<file path="config.mk">
export PLATFORM = sky130hd
export DESIGN_NAME = am_lock_rx
export DESIGN_NICKNAME = d
export VERILOG_FILES = /design/src/rtl/am_lock_rx.sv
export SDC_FILE = /design/constraint.sdc
export NUM_CORES = 1
export LEC_CHECK = 0
export ABC_AREA = 0
export BUFFER_PORTS_ARGS = -buffer_cell sky130_fd_sc_hd__buf_4
export CORE_MARGIN = 2
export CORE_UTILIZATION = 35
export CTS_CLUSTER_SIZE = 40
export DETAILED_ROUTE_END_ITERATION = 10
export GPL_ROUTABILITY_DRIVEN = 0
export HOLD_SLACK_MARGIN = 0.1
export PLACE_DENSITY_LB_ADDON = 0.15
export REMOVE_ABC_BUFFERS = 1
export SETUP_SLACK_MARGIN = 0.05
export SYNTH_ARGS = -nofsm -noshare
export SYNTH_HDL_FRONTEND = slang
export SYNTH_SLANG_ARGS = --single-unit
export TNS_END_PERCENT = 100
</file>
<file path="constraint.sdc">
create_clock -name clk -period 5.4 [get_ports clk]
set_clock_uncertainty 0.05 [all_clocks]
set_input_delay 1.35 -clock clk [delete_from_list [all_inputs] [get_ports clk]]
set_output_delay 1.35 -clock clk [all_outputs]
set_load 0.02 [all_outputs]
</file>
<file path="src/rtl/am_lock_rx.sv">
// am_lock_rx
// ----------
// Alignment-marker lock for one PCS lane of a 64b/66b receiver. Each incoming
// block is registered straight through to the output with one cycle of latency.
// Alongside it the block is compared against the lane's alignment marker, and a
// small state machine (SEARCH -> CONFIRM -> LOCKED) tracks the marker period.
// The lock result feeds the downstream deskew stage.
//
// Ports
//   clk            in   rising-edge clock
//   reset          in   asynchronous active-high reset
//   valid_i        in   data_i carries a block this cycle
//   block_lock_i   in   upstream block-sync lock level
//   data_i         in   received block; [65:64] is the sync header
//   valid_o        out  data_o valid (registered valid_i)
//   data_o         out  registered copy of data_i; holds while valid_i is low
//   am_v_o         out  data_o is an accepted alignment marker
//   lock_v_o       out  marker lock level
//   lock_lost_v_o  out  one-cycle pulse when an established lock is lost
module am_lock_rx #(
  parameter int BLOCK_W   = 66,
  parameter int LANE_ID   = 0,
  parameter int AM_PERIOD = 16384,
  parameter int AM_BAD_N  = 4
) (
  input  logic               clk,
  input  logic               reset,
  input  logic               valid_i,
  input  logic               block_lock_i,
  input  logic [BLOCK_W-1:0] data_i,
  output logic               valid_o,
  output logic [BLOCK_W-1:0] data_o,
  output logic               am_v_o,
  output logic               lock_v_o,
  output logic               lock_lost_v_o
);

  localparam int CNT_W = (AM_PERIOD > 1) ? $clog2(AM_PERIOD) : 1;
  localparam int BAD_W = (AM_BAD_N > 0) ? $clog2(AM_BAD_N + 1) : 1;

  localparam logic [CNT_W-1:0] CNT_LAST = CNT_W'(AM_PERIOD - 1);
  localparam logic [CNT_W-1:0] CNT_ONE  = CNT_W'(1);
  localparam logic [CNT_W-1:0] CNT_ZERO = {CNT_W{1'b0}};
  localparam logic [BAD_W-1:0] BAD_LAST = BAD_W'(AM_BAD_N - 1);
  localparam logic [BAD_W-1:0] BAD_ONE  = BAD_W'(1);
  localparam logic [BAD_W-1:0] BAD_ZERO = {BAD_W{1'b0}};

  localparam logic [1:0]  AM_SYNC     = 2'b10;
  // BIP3 (bits 31:24) and BIP7 (bits 63:56) carry parity, not marker pattern
  localparam logic [63:0] MARKER_MASK = 64'h00FF_FFFF_00FF_FFFF;
  localparam logic [1:0]  LANE_SEL    = 2'(LANE_ID);

  typedef enum logic [1:0] {
    ST_SEARCH  = 2'd0,
    ST_CONFIRM = 2'd1,
    ST_LOCKED  = 2'd2
  } state_t;

  // Marker payload per lane, bytes M0..M6 packed LSB first, BIP slots zero
  function automatic logic [63:0] lane_marker(input logic [1:0] lane);
    logic [63:0] m;
    case (lane)
      2'd0:    m = 64'h00B8_896F_0047_7690;
      2'd1:    m = 64'h0019_3B0F_00E6_C4F0;
      2'd2:    m = 64'h0064_9A3A_009B_65C5;
      2'd3:    m = 64'h00C2_865D_003D_79A2;
      default: m = 64'h00B8_896F_0047_7690;
    endcase
    return m;
  endfunction

  // True when the block carries this lane's marker, ignoring the BIP bytes
  function automatic logic is_marker(input logic [BLOCK_W-1:0] blk);
    logic hdr_ok;
    logic pat_ok;
    hdr_ok = (blk[BLOCK_W-1 -: 2] == AM_SYNC);
    pat_ok = ((blk[63:0] & MARKER_MASK) == (lane_marker(LANE_SEL) & MARKER_MASK));
    return hdr_ok & pat_ok;
  endfunction

  state_t           r_state;
  logic [CNT_W-1:0] r_cnt;
  logic [BAD_W-1:0] r_bad;

  logic             w_match;
  logic             w_at_exp;
  logic [CNT_W-1:0] w_cnt_inc;

  assign w_match   = valid_i & is_marker(data_i);
  // r_cnt counts valid blocks since the last marker slot; the slot itself is 0
  assign w_at_exp  = (r_cnt == CNT_LAST);
  assign w_cnt_inc = w_at_exp ? CNT_ZERO : (r_cnt + CNT_ONE);

  // Data pipeline, marker lock state machine and registered status outputs
  always_ff @(posedge clk or posedge reset) begin
    if (reset) begin
      r_state       <= ST_SEARCH;
      r_cnt         <= CNT_ZERO;
      r_bad         <= BAD_ZERO;
      valid_o       <= 1'b0;
      data_o        <= {BLOCK_W{1'b0}};
      am_v_o        <= 1'b0;
      lock_v_o      <= 1'b0;
      lock_lost_v_o <= 1'b0;
    end else begin
      valid_o       <= valid_i;
      am_v_o        <= 1'b0;
      lock_lost_v_o <= 1'b0;
      // Lock rises one cycle after the confirming marker; falls are forced below
      lock_v_o      <= (r_state == ST_LOCKED);

      if (valid_i) begin
        data_o <= data_i;
      end else begin
        data_o <= data_o;
      end

      if (!block_lock_i) begin
        // Upstream lost block sync: overrides any marker seen this cycle
        r_state       <= ST_SEARCH;
        r_cnt         <= CNT_ZERO;
        r_bad         <= BAD_ZERO;
        lock_v_o      <= 1'b0;
        lock_lost_v_o <= (r_state == ST_LOCKED);
      end else if (valid_i) begin
        case (r_state)
          ST_SEARCH: begin
            r_cnt <= CNT_ZERO;
            r_bad <= BAD_ZERO;
            if (w_match) begin
              r_state <= ST_CONFIRM;
              am_v_o  <= 1'b1;
            end else begin
              r_state <= ST_SEARCH;
            end
          end

          ST_CONFIRM: begin
            r_cnt <= w_cnt_inc;
            if (w_at_exp && w_match) begin
              r_state <= ST_LOCKED;
              am_v_o  <= 1'b1;
            end else if (w_at_exp) begin
              // Failed confirmation; this block is not reused as a candidate
              r_state <= ST_SEARCH;
            end else begin
              r_state <= ST_CONFIRM;
            end
          end

          ST_LOCKED: begin
            r_cnt <= w_cnt_inc;
            if (w_at_exp && w_match) begin
              r_bad  <= BAD_ZERO;
              am_v_o <= 1'b1;
            end else if (w_at_exp && (r_bad == BAD_LAST)) begin
              r_state       <= ST_SEARCH;
              r_cnt         <= CNT_ZERO;
              r_bad         <= BAD_ZERO;
              lock_v_o      <= 1'b0;
              lock_lost_v_o <= 1'b1;
            end else if (w_at_exp) begin
              r_bad <= r_bad + BAD_ONE;
            end else begin
              r_bad <= r_bad;
            end
          end

          default: begin
            r_state <= ST_SEARCH;
            r_cnt   <= CNT_ZERO;
            r_bad   <= BAD_ZERO;
          end
        endcase
      end else begin
        // No block this cycle: hold position and state
        r_state <= r_state;
        r_cnt   <= r_cnt;
        r_bad   <= r_bad;
      end
    end
  end

endmodule

</file>
-- After elaboration in Yosys (flattened, before gate mapping)
Index checks and enable logic that the tools add are counted.
- $add $sub $neg: 2
- reduce and logical (&&, ||, !) cells: 6
- bitwise gates (word level): 2
- muxes and demuxes: 35
- equal/unequal tests: 11
- operator list (cell ; count):
    $mux W14 ; 5
    $eq A48 B48 Y1 const B ; 1
    $pmux W14 S2 ; 1
    $mux W1 ; 16
    $mux W3 ; 5
    $add A14 B1 Y14 const B ; 1
    $eq A14 B14 Y1 const B ; 1
    $mux W2 ; 5
    $pmux W2 S3 ; 1
    $pmux W3 S2 ; 1
    $reduce_and A3 Y1 ; 2
    $ne A5 B3 Y1 const B ; 1
    $eq A2 B2 Y1 const B ; 2
    $ne A2 B2 Y1 const B ; 2
    $add A3 B1 Y3 const B ; 1
    $eq A3 B2 Y1 const B ; 1
    $ne A3 B2 Y1 const B ; 1
    $ne A3 B3 Y1 const B ; 1
    $and A1 B1 Y1 ; 2
    $eq A2 B1 Y1 const B ; 1
    $logic_and A1 B1 Y1 ; 2
    $logic_not A2 Y1 ; 1
    $pmux W1 S2 ; 1
    $reduce_or A2 Y1 ; 1
- output and inout bits: 70
- bits in registers: 89

-- Depth between registers and ports, before layout
Gate-level depths: netlist of the first run.
- depth in word-level cells: 8
- depth in mapped cells: 7
- depth with buffers taken out: 6

-- Least setup slack after synthesis of the first run
No wires, ideal clock.
- path kind: input to register
- from: input data_i[1]
- to: register am_v_o
- stages: 4
- slack: 2.648 ns
- setup time: 0.096 ns
- data arrival time: 2.606 ns
- data required time: 5.254 ns
- cells stage by stage: or4b_4 nor4_4 nand4_4 nor4_2
- word-level cells in the longest chain between the ends: 8
- elaborated cells on any way between the ends: 9
- classes of those cells: 1 x eq/ne; 5 x mux; 2 x bitwise; 1 x reduce/logical
- ends and longest elaborated chain (item ; line ; source):
    start: declaration ; 30 ; input logic [BLOCK_W-1:0] data_i,
    $eq A48 B48 Y1 * ; 77 ; pat_ok = ((blk[63:0] & MARKER_MASK) == (lane_marker(LANE_SEL) & MARKER_MASK));
    $and A1 B1 Y1 * ; 78 ; return hdr_ok & pat_ok;
    $and A1 B1 Y1 * ; 89 ; assign w_match = valid_i & is_marker(data_i);
    $logic_and A1 B1 Y1 ; 140, 153 ;
    $mux W1 ; 140, 153 ;
    $pmux W1 S2 * ; 126 ; case (r_state)
    $mux W1 * ; 125 ; end else if (valid_i) begin
    $mux W1 * ; 118 ; if (!block_lock_i) begin
    end signal: assignment ; 132 ; am_v_o <= 1'b1;
    end signal: assignment ; 142 ; am_v_o <= 1'b1;
    end signal: assignment ; 155 ; am_v_o <= 1'b1;
    end: declaration ; 33 ; output logic am_v_o,
Every way passes the cells marked *; elsewhere a longest branch is shown, timed or not.
A chain may end at the register's enable or synchronous reset.

-- Worst setup path after layout of the first run
- from: input valid_i
- to: register r_cnt[13]
- word-level cells in the longest chain between the ends: 6
- elaborated cells on any way between the ends: 7
- classes of those cells: 1 x eq/ne; 4 x mux; 1 x bitwise; 1 x reduce/logical
- ends and longest elaborated chain (item ; line ; source):
    start: declaration ; 28 ; input logic valid_i,
    $and A1 B1 Y1 ; 89 ;
    $logic_and A1 B1 Y1 ; 153 ; if (w_at_exp && w_match) begin
    $mux W14 ; 153 ;
    $pmux W14 S2 ; 126 ;
    $mux W14 ; 125 ;
    $mux W14 ; 118 ;
    end signal: assignment ; 139 ; r_cnt <= w_cnt_inc;
    end signal: assignment ; 152 ; r_cnt <= w_cnt_inc;
    end signal: assignment ; 178 ; r_cnt <= r_cnt;
    end: declaration ; 82 ; logic [CNT_W-1:0] r_cnt;
Several ways; a longest one is shown, not always the timed one. The select of a mux whose other input is x is not followed.

==> impl_metrics.yaml, run 1 <==
run_status:
  outcome: "complete, no violations"
flow_run:
  maxCapViolCount: 0
synthesis:
  yosysTopAreaCellShare_pct: 57.18
  async_flop_share_pct: 100.0
  synth_largest_area_cell: "dfrtp_1"
  syn_avg_cell_area_sq_um: 13.25
  ys.flop_type: "dfrtp_1"
  yosysWarnings: 0
  synth_cells: 294
  ys_ff_latch: 89
  synth_edf_count: 0
  yosysMostFrequentCell: "dfrtp_1"
  ys_seq_area_share_pct: 57.18
  synth_area_leaders: "dfrtp_1, mux2_2, mux2_1, ha_1, nand2_1"
  synthDistinctLibCells: 41
  netlist_top_cells_count: "dfrtp_1, mux2_2, nand2_1"
  netlist_area_sq_um: 3895
sta:
  clock.fmax_ghz: 0.3136
  setup_viol: 0
  rsz0062_at_grt: "no"
  tightest_slew_ns: 0.9961
  finalWorstPathRequiredPeriod_ns: 3.189
  maxSlewViolCount: 0
  relSlewSlack_pct: 33.35
  fin_setup_tns_ns: 0
  period_share_pct: 59.05
  hold_violations: 0
clock_network:
  post_cts_buffers: 0
  htreeDepth: 3
  cts_root_buffer: "clkbuf_8"
  clkLatencyLatePin_ns: 0.36
  cts_tree: "done"
  cts_sinks: 89
  hold_buffers: 0
  cts_resized: 0
  cts_inserted_buffers: 9
  clk_pin_slew_ns: 0.09
  ctsLongestPathBuffers: 2
grt:
  grtUsageMet2_pct: 25.09
  grt_pass1_wl_mm: 14.66
  met3_usage_pct: 3.320
  first_global_vias: 2918
  antenna_found_initial: 0
  grt_overflow: 0
  grt_usage_pct: 16.03
  met1_usage_pct: 20.75
  grt_start_max_net_pins: 52
  grt_busiest_layer: "met2"
setup_path:
  crit_path_start: "valid_i"
  worstSetupPathType: "input port to register"
  cp-end-kind: "register"
  critPathLaunchType: "input port"
  crit-reg2reg-launch: "r_state[1]$_DFFE_PP0P_"
  cp.required_ns: 5.64
  worstPathMaxFanout: 38
  critical_path_arrival_ns: 3.43
layout:
  layout-drive-gt1-share_pct: 50.91
  fin_area_sq_um: 5265
  fin_util_pct: 48.57
  num_antenna_cells: 0
  syn_to_final_growth_pct: 35.18
  final_nets: 512
die:
  dieArea_sq_um: 11990
  ios: 140
  num_rows: 38
  initial_core_util_pct: 35.93
  core_area_sq_um: 10840
  fp.dieW_microns: 109.5
  die_h_microns: 109.5
drt:
  drc: 0
  vias: 2848
  ant_nets: 0
  viasPerCell: 4.910
  wl_mm: 9.032
  wire_per_inst_microns: 15.57
  drt_first_pass_iters: 4
  drtIter0Drc: 137
min_path:
  min_from: "r_cnt[13]$_DFFE_PP0P_"
  hold_class: "register to register"
placement:
  dp_hpwl_mm: 6.578
  numPortBuffers: 139
  dpl_cell_area_sq_um: 5084
power:
  total_leakage_power_nw: 2.439
  ir_worst_vdd_mv: 0.1425
  total_power_mw: 1.460
  powerDensity_nw_per_um2: 277.3
==> worst max-delay path, stage by stage <==
cell and delay [ns]:
buf_4 0.38, o2111ai_1 0.46, nor2_1 0.89, nand4_1 0.17
mux2i_1 0.16
==> state kept, by name, summed over array words and instances (netlist names) <==
name / cells
data_o: 66
r_state: 2
r_bad: 3
valid_o: 1
lock_lost_v_o: 1
lock_v_o: 1
am_v_o: 1
r_cnt: 14
==> report_power, final <==
group,switching (mW),leakage [nW],internal (mW)
logic,0.142,1.26,0.142
clock network,0.232,0.0915,0.202
registers,0.0259,1.09,0.716
==> per-stage QoR <==
stage	instances	hold WS (ns)	worst slack [ns]
after floorplan	283	0.4002	1.693
after global placement	565	0.4130	1.917
after detailed placement	565	0.4261	1.819
after CTS	580	0.4402	2.226
after global routing	580	0.4615	1.961
final	580	0.4311	2.211
==> layer usage <==
metal / routed length, microns / share of wire (%)
met3: 350 / 3.9
met1: 3898 / 43
met2: 4543 / 50
met4: 238 / 2.6
met5: 0 / 0
==> final cells by class <==
type | count | area [sq um]
Multi-Input combinational cell | 186 | 1584
Timing Repair Buffer | 142 | 1066
Sequential cell | 89 | 2227
Clock buffer | 13 | 168.9
Tap cell | 140 | 175.2
Clock inverter | 2 | 12.51
Fill cell | 986 | 5575
Inverter | 8 | 31.28
==> cells in the final DEF, fill, tap and decap left out, types with 4 or more instances in the layout <==
master      n
a21oi_1     4
a22o_1      5
and3_1      5
buf_4     142
clkbuf_8   12
dfrtp_1    89
ha_1        6
inv_1       7
mux2_1      7
mux2_2     58
nand2_1    19
nand3_1     8
nand4_1     5
nand4b_1    5
nor2_1      5
nor3_1      5
o21ai_0     7
o21ai_1    13
xnor2_1     4
==> final timing paths <==
path	endpoint	slack [ns]	cells after the start
setup / recovery	r_cnt[13]$_DFFE_PP0P_	2.21	5
hold / removal	r_cnt[13]$_DFFE_PP0P_	0.43	1
setup reg to reg	r_cnt[13]$_DFFE_PP0P_	2.92	6
hold reg to reg	r_cnt[13]$_DFFE_PP0P_	0.43	1
max in group asynchronous	data_o[16]$_DFFE_PP0P_	3.19	3
min in group asynchronous	r_cnt[3]$_DFFE_PP0P_	1.09	2
==> kinds of logic (layout without fill, tap and decap cells) <==
| kind of cell | after synthesis | count (layout) | share of synthesized area (%) |
|---|---|---|---|
| flops | 89 | 89 | 57.18 |
| simple gates | 72 | 72 | 12.82 |
| mux | 66 | 66 | 19.05 |
| compound gates | 38 | 38 | 5.975 |
| buf+inv | 19 | 165 | 2.152 |
| fa+ha+maj | 6 | 6 | 1.927 |
| xor+xnor | 4 | 4 | 0.8994 |
No activity file was read; power rests on OpenSTA's default activity.
==> inputs of run 2 (changes only) <==
==> constraint.sdc (replaced) <==
create_clock -name clk -period 2.7 [get_ports clk]
set_clock_uncertainty 0.05 [all_clocks]
set_input_delay 0.675 -clock clk [delete_from_list [all_inputs] [get_ports clk]]
set_output_delay 0.675 -clock clk [all_outputs]
set_load 0.02 [all_outputs]
==> run 2 against run 1 <==
  * Register-to-register slack got worse by 2.4 ns
  * Highest routed layer unchanged
  * Combinational power is 100% higher
  * Routed wire length shrank 0.61%
==> impl_metrics.yaml, run 2 (synthesis gave the netlist of run 1 again) <==
sta:
  setup_viol: 0
  clock.fmax_ghz: 0.4558
  hold_violations: 0
  fin_setup_tns_ns: 0
  finalWorstPathRequiredPeriod_ns: 2.194
  relSlewSlack_pct: 35.24
  fin_hold_ws_ns: 0.2954
  tightest_slew_ns: 0.9679
  period_share_pct: 81.25
  maxSlewViolCount: 0
  rsz0062_at_grt: "no"
  worst_slack_ns: 0.5062
layout:
  num_antenna_cells: 0
  final_nets: 517
  fin_area_sq_um: 5311
  layout.cells.non_filler: 586
  multi_input_area_sq_um: 1584
  syn_to_final_growth_pct: 36.36
  seq_area_sq_um: 2227
  fin_util_pct: 49.00
  layout_common_cells: "buf_4, dfrtp_1, mux2_2, nand2_1, o21ai_1"
  layout_commonest_cell: "buf_4"
  layout-drive-gt1-share_pct: 51.57
  nFillCells: 1005
  regMostFlops: "data_o"
  top_regs: "data_o (66), r_cnt (14), r_bad (3)"
  largest_reg_flops: 66
grt:
  grt_start_max_net_pins: 56
  grt_busiest_layer: "met2"
  antenna_found_initial: 0
  grt_pass1_wl_mm: 14.91
  met3_usage_pct: 3.320
  grtUsageMet2_pct: 25.71
  grt_overflow: 0
  grt_usage_pct: 15.88
  first_global_vias: 2943
  met1_usage_pct: 21.19
drt:
  wire_per_inst_microns: 15.32
  wl_mm: 8.977
  vias: 2882
  drtIter0Drc: 82
  viasPerCell: 4.918
  drt_first_pass_iters: 4
  drc: 0
  ant_nets: 0
clock_network:
  ctsLongestPathBuffers: 2
  clk_pin_slew_ns: 0.10
  clkLatencyLatePin_ns: 0.34
  cts_tree: "done"
  hold_buffers: 0
  cts_inserted_buffers: 9
  htreeDepth: 3
  post_cts_buffers: 0
  cts_resized: 0
  cts_sinks: 89
  cts_root_buffer: "clkbuf_8"
min_path:
  hold_class: "input port to asynchronous set/reset pin"
setup_path:
  critPathBufInv: 0
  max_stage_delay_ns: 0.75
  cp.required_ns: 2.92
  cp-end-kind: "register"
  crit_path_top_delay_cell: "nor2_1"
  worstPathMaxFanout: 15
  critPathLaunchType: "register"
  worstPathCellList: "ha_1 -> nand3_1 -> nor4_2 -> nor2_1 -> nand3_1 -> o21ai_1"
  critical_path_arrival_ns: 2.42
  worstSetupPathType: "register to register"
  critPathTopFamily: "simple AND/OR/NAND/NOR gates"
  worst_path_most_repeated_cell: "nand3_1"
die:
  num_rows: 38
  die_h_microns: 109.5
  dieArea_sq_um: 11990
  initial_core_util_pct: 35.93
  fp.dieW_microns: 109.5
  core_area_sq_um: 10840
  ios: 140
power:
  total_leakage_power_nw: 2.465
  powerDensity_nw_per_um2: 548.3
  ir_worst_vdd_mv: 0.2229
  pwr-share-clk_pct: 29.3
  total_power_mw: 2.912
  p_comb_share_pct: 19.7
  switching_share_pct: 28.93
  p_switching_mw: 0.8425
  internal_power_mw: 2.070
  seqPwrFrac_pct: 51.0
placement:
  dpl_worst_slack_ns: 0.3230
  dp_hpwl_mm: 6.809
  numPortBuffers: 139
  placed_cells: 570
  dpl_cell_area_sq_um: 5134
flow_run:
  maxCapViolCount: 0
run_status:
  outcome: "complete, no violations"
## run 2: changes by cell type in the layout (fill, tap and decap cells not counted)
cell | before | now
clkinv_4 | 0 | 1
buf_4 | 142 | 146
buf_12 | 0 | 1
inv_8 | 0 | 1
inv_6 | 0 | 2
clkbuf_8 | 12 | 9
## run 2: area by class of cell
class | count | share of cell area (%)
sequential | 89 | 41.93
multi-input combinational | 186 | 29.82
inverter | 8 | 0.5889
clock inverter | 6 | 0.9423
clock buffer | 10 | 2.403
timing repair buffer | 147 | 21.01
tap | 140 | 3.298
## run 2: layer usage
metal	up-vias	share of wire, %
li1	1368	-
met4	0	1.4
met3	11	4.4
met1	1435	43
met2	68	51
met5	-	0
## run 2: path summary, 6_finish.rpt
path                                           to  cells past startpoint                   from  slack (ns)
min in group clk            r_cnt[13]$_DFFE_PP0P_                      1  r_cnt[13]$_DFFE_PP0P_        0.45
max in group asynchronous  data_o[33]$_DFFE_PP0P_                      3                  reset        1.64
setup / recovery             r_cnt[5]$_DFFE_PP0P_                      6   r_cnt[0]$_DFFE_PP0P_        0.51
hold reg to reg             r_cnt[13]$_DFFE_PP0P_                      1  r_cnt[13]$_DFFE_PP0P_        0.45
setup reg to reg             r_cnt[5]$_DFFE_PP0P_                      6   r_cnt[0]$_DFFE_PP0P_        0.51
hold / removal             data_o[58]$_DFFE_PP0P_                      2                  reset        0.30
## run 2: power by group through the flow
stage	logic [mW]	registers [mW]	clock network [mW]
final	0.574	1.48	0.855
after global routing	0.615	1.50	0.941
after CTS	0.585	1.49	0.889
after detailed placement	0.585	1.51	0
after global placement	0.581	1.51	0
after floorplan	0.142	1.63	0
